File: src/rtl/cpu_serializer.sv
// Parallel-to-serial transmitter: accepts a WIDTH-bit word on valid/ready and
// shifts it out MSB-first with a per-bit strobe for a CPU serial-load register.
// Ports: clk_i, rst_ni (async, active-low), valid_i, data_i, pause_i
//        -> ready_o, shift_o, bit_o, done_o, parity_o (CPU_SER_PARITY_EN only).
// Optional feature: define CPU_SER_PARITY_EN for the even-parity output.
module cpu_serializer #(
  parameter int WIDTH = 8
) (
  input  logic             clk_i,
  input  logic             rst_ni,
  input  logic             valid_i,
  input  logic [WIDTH-1:0] data_i,
  input  logic             pause_i,
  output logic             ready_o,
  output logic             shift_o,
  output logic             bit_o,
`ifdef CPU_SER_PARITY_EN
  output logic             done_o,
  output logic             parity_o
`else
  output logic             done_o
`endif
);

  localparam int CW = $clog2(WIDTH + 1);

  typedef enum logic [1:0] {
    IDLE  = 2'd0,
    SHIFT = 2'd1,
    DONE  = 2'd2
  } state_t;

  state_t           state;
  logic [WIDTH-1:0] shreg;
  logic [CW-1:0]    cnt;
`ifdef CPU_SER_PARITY_EN
  logic             parity_q;
`endif

  assign ready_o = (state == IDLE);
  assign shift_o = (state == SHIFT) && !pause_i;
  assign bit_o   = (state == SHIFT) && shreg[WIDTH-1];
  assign done_o  = (state == DONE);
`ifdef CPU_SER_PARITY_EN
  assign parity_o = (state == DONE) && parity_q;
`endif

  always_ff @(posedge clk_i or negedge rst_ni) begin
    if (!rst_ni) begin
      state <= IDLE;
      shreg <= '0;
      cnt   <= '0;
`ifdef CPU_SER_PARITY_EN
      parity_q <= 1'b0;
`endif
    end else begin
      unique case (state)
        IDLE: begin
          if (valid_i) begin
            shreg <= data_i;
            cnt   <= CW'(WIDTH);
            state <= SHIFT;
`ifdef CPU_SER_PARITY_EN
            parity_q <= ^data_i;
`endif
          end
        end
        SHIFT: begin
          // pause freezes everything, so bit_o stays on the pending bit
          if (!pause_i) begin
            shreg <= {shreg[WIDTH-2:0], 1'b0};
            cnt   <= cnt - CW'(1);
            if (cnt == CW'(1)) state <= DONE;
          end
        end
        DONE:    state <= IDLE;
        default: state <= IDLE;
      endcase
    end
  end

endmodule

File: config.mk
export PLATFORM = sky130hd
export DESIGN_NAME = cpu_serializer
export DESIGN_NICKNAME = d
export VERILOG_FILES = /design/src/rtl/cpu_serializer.sv
export SDC_FILE = /design/constraint.sdc
export NUM_CORES = 1
export LEC_CHECK = 0
export BUFFER_PORTS_ARGS = -buffer_cell sky130_fd_sc_hd__buf_2
export CAP_MARGIN = 25
export CORE_UTILIZATION = 39
export CTS_BUF_LIST = sky130_fd_sc_hd__clkbuf_8
export CTS_CLUSTER_DIAMETER = 30
export CTS_CLUSTER_SIZE = 30
export DETAILED_ROUTE_END_ITERATION = 8
export GPL_ROUTABILITY_DRIVEN = 1
export GPL_TIMING_DRIVEN = 1
export PLACE_DENSITY_LB_ADDON = 0.05
export SYNTH_ARGS = -nofsm -noshare
export SYNTH_HDL_FRONTEND = slang
export SYNTH_SLANG_ARGS = --single-unit
File: constraint.sdc
create_clock -name clk_i -period 3.3 [get_ports clk_i]
set_input_delay 0.33 -clock clk_i [delete_from_list [all_inputs] [get_ports clk_i]]
set_output_delay 0.33 -clock clk_i [all_outputs]
set_load 0.02 [all_outputs]
==> flow_summary.json <==
{
  "status": "finished, final reports clean",
  "pwr-share-clk_pct": 18.1,
  "async_reset_ff_share_pct": 100,
  "wirelength_um": 1390,
  "synthTopCellsByArea": "dfrtp_1 51%, mux2i_1 12%, nor3_1 5.1%",
  "worst_slew_pin_slew_ns": 0.688,
  "hold_path.class": "in -> reg",
  "fin_crit_sh_pct": 58.5,
  "synth-seq-cells": 14,
  "synth_ff_type": "dfrtp_1",
  "clkTransAtPathRegs_ns": 0.06,
  "io_buffers": 15,
  "relSlewSlack_pct": 53.9,
  "dieArea_um2": 1950,
  "hold_viol_final": 0,
  "clockRootBuffer": "clkbuf_8",
  "wl_per_cell_um": 14.3,
  "cts_resized": 0,
  "slowest_stage": "nor3b_2",
  "critPathKind": "reg -> reg",
  "dr_wl_met3_um": 46,
  "ant_nets": 0,
  "start_util_pct": 43.9,
  "die_w_um": 44.1,
  "critPathCapture": "cnt[1]$_DFFE_PN0P_",
  "final.setup_skew_ns": 0.00263,
  "fin_nets": 97,
  "dr_wl_met2_um": 654,
  "ys_seq_area_share_pct": 50.6,
  "cts_tree": "built",
  "netlist_area_um2": 692,
  "cts_htree_levels": 1,
  "yosys.cell_types.count": 23,
  "cpPeakStageDelay_ns": 0.62,
  "synth_warnings": 0,
  "cap_viol_max_count": 0,
  "avgViaCountPerCell": 5.34,
  "synth_common_cells": "14 x dfrtp_1, 8 x mux2i_1, 7 x nor3_1",
  "rsz0062_at_grt": "no",
  "synth_top_area_share_pct": 50.6,
  "cts_sinks": 14,
  "r2r-start": "state[1]$_DFFE_PN0P_",
  "grt_pass1_vias": 501,
  "fmax_ghz": 0.518,
  "fin_setup_tns_ns": 0,
  "p_comb_share_pct": 43.2,
  "numCtsBuffers": 3,
  "highest_layer": "met4",
  "grt_remaining_overflow": 0,
  "p_leak_uw": 0.000376,
  "p_per_area_nw_per_um2": 939,
  "clock_latency_ns": 0.24,
  "hpwlAfterDp_um": 961,
  "switching_share_pct": 38.6,
  "grt_pass1_wl_um": 2210,
  "cts_max_path_buffers": 2,
  "ioPinCount": 16,
  "synth.most_common_cell": "dfrtp_1",
  "grt_max_degree": 15,
  "cp.required_ns": 3.40,
  "post-route-cell-area_um2": 823,
  "timing.critical_path.cells": "nor3b_2 > or2_0 > o32ai_1",
  "first_pass_iters": 5,
  "drive_above_1_share_pct": 25.9,
  "start_kind": "flip-flop",
  "drc": 0,
  "syn_nets": 79,
  "synthToLayoutAreaGrowth_pct": 19.0,
  "gp_congestion": 0.727,
  "die_y_um": 44.1,
  "worst-r2r-setup-slack_ns": 1.37,
  "cp-end-kind": "flip-flop",
  "core_um2": 1580,
  "drt-met1-wl_um": 666,
  "final-setup-viol-count": 0,
  "syn_inst": 65,
  "rr_endpoint": "cnt[1]$_DFFE_PN0P_",
  "dpl-instance-area_um2": 772,
  "p_int_uw": 475,
  "peakVddDrop_mv": 0.436,
  "fin_crit_ns": 1.93,
  "synth-edff-count": 0,
  "critical_path.startpoint": "state[1]$_DFFE_PN0P_",
  "seqPwrFrac_pct": 38.6,
  "antenna_found_initial": 0,
  "maxSlewViolCount": 0,
  "avgSynthCellArea_um2": 10.6,
  "rr_worst_depth": 3,
  "num_vias": 518,
  "crit_arrival_ns": 2.03,
  "track_usage_pct": 15.8,
  "critPathMaxFanout": 11,
  "n_antenna_cell": 0,
  "drt_iter0_drc": 10,
  "p_switching_uw": 298,
  "yosysTopAreaCell": "dfrtp_1",
  "row_count": 14
}
## cell usage in the layout, fill, tap and decap left out, types with 2 or more instances in the layout
cell and instances:
nor2b_1 2, mux2i_1 8, o21ai_0 2, buf_2 15, inv_1 4, nand2_1 2, ha_1 2, nor3_1 7
clkbuf_8 3, dfrtp_1 14, a21oi_1 6, nor2_1 3
## routing by layer
metal  vias up  global-route usage, %
li1        257                      -
met1       245                   19.5
met2        12                   25.3
met3         4                   3.67
met4         0                   9.09
met5         -                      0
## power groups by stage
stage / sequential [µW] / combinational (µW) / clock [µW]
floorplan: 289 / 272 / 0
global placement: 301 / 333 / 0
detailed placement: 302 / 335 / 0
CTS: 298 / 339 / 145
global route: 307 / 376 / 150
finish: 298 / 334 / 140
## worst min path at each step
stage          startpoint                    to  slack, ns  cells past startpoint
2_1_floorplan      rst_ni    cnt[0]$_DFFE_PN0P_       0.03                      0
3_3_place_gp       rst_ni    cnt[2]$_DFFE_PN0P_       0.25                      1
3_5_place_dp       rst_ni    cnt[2]$_DFFE_PN0P_       0.25                      1
4_1_cts         data_i[0]  shreg[0]$_DFFE_PN0P_       0.30                      3
5_1_grt         data_i[0]  shreg[0]$_DFFE_PN0P_       0.31                      3
6_report        data_i[0]  shreg[0]$_DFFE_PN0P_       0.30                      3
## state kept, by name (all words and copies together), names as in the netlist
name,count
shreg,8
cnt,4
state,2
## area by class of cell
| cell class | count | area (µm²) |
|---|---|---|
| fill | 154 | 753 |
| sequential | 14 | 350 |
| multi-input combinational | 43 | 304 |
| timing repair buffer | 17 | 92.6 |
| clock buffer | 3 | 41.3 |
| tap | 16 | 20.0 |
| inverter | 4 | 15.0 |
## per-stage QoR
step | total power [µW] | utilization [%] | hold slack (ns) | setup slack [ns] | instances
finish | 773 | 52.2 | 0.296 | 1.37 | 97
global route | 833 | 52.2 | 0.314 | 1.23 | 97
CTS | 783 | 52.2 | 0.296 | 1.38 | 97
detailed placement | 637 | 49.0 | 0.246 | 1.39 | 93
global placement | 634 | 49.0 | 0.246 | 1.48 | 93
floorplan | 561 | - | 0.0344 | 1.93 | 65
## repair_timing
action                    CTS  global route
hold buffers                1             0
setup buffers               0             0
hold endpoints to repair   14             0
## cells by family (layout without fill, tap and decap cells)
kind of cell,count (synthesis),in the layout,share of synthesized area [%]
AND/OR/NAND/NOR,20,20,17.4
flip-flops,14,14,50.6
AO/OA/AOI/OAI,12,12,10.1
multiplexers,8,8,11.6
buffers and inverters,8,24,5.42
adder cells (fa/ha/maj),2,2,3.62
XOR/XNOR,1,1,1.27
## critical path, delay by kind of cell (launching register included)
family          cells  cell delay [ns]
compound gates      1             0.18
flops               1             0.43
simple gates        2             1.17
Note: power is estimated with default switching activity, not from simulation.
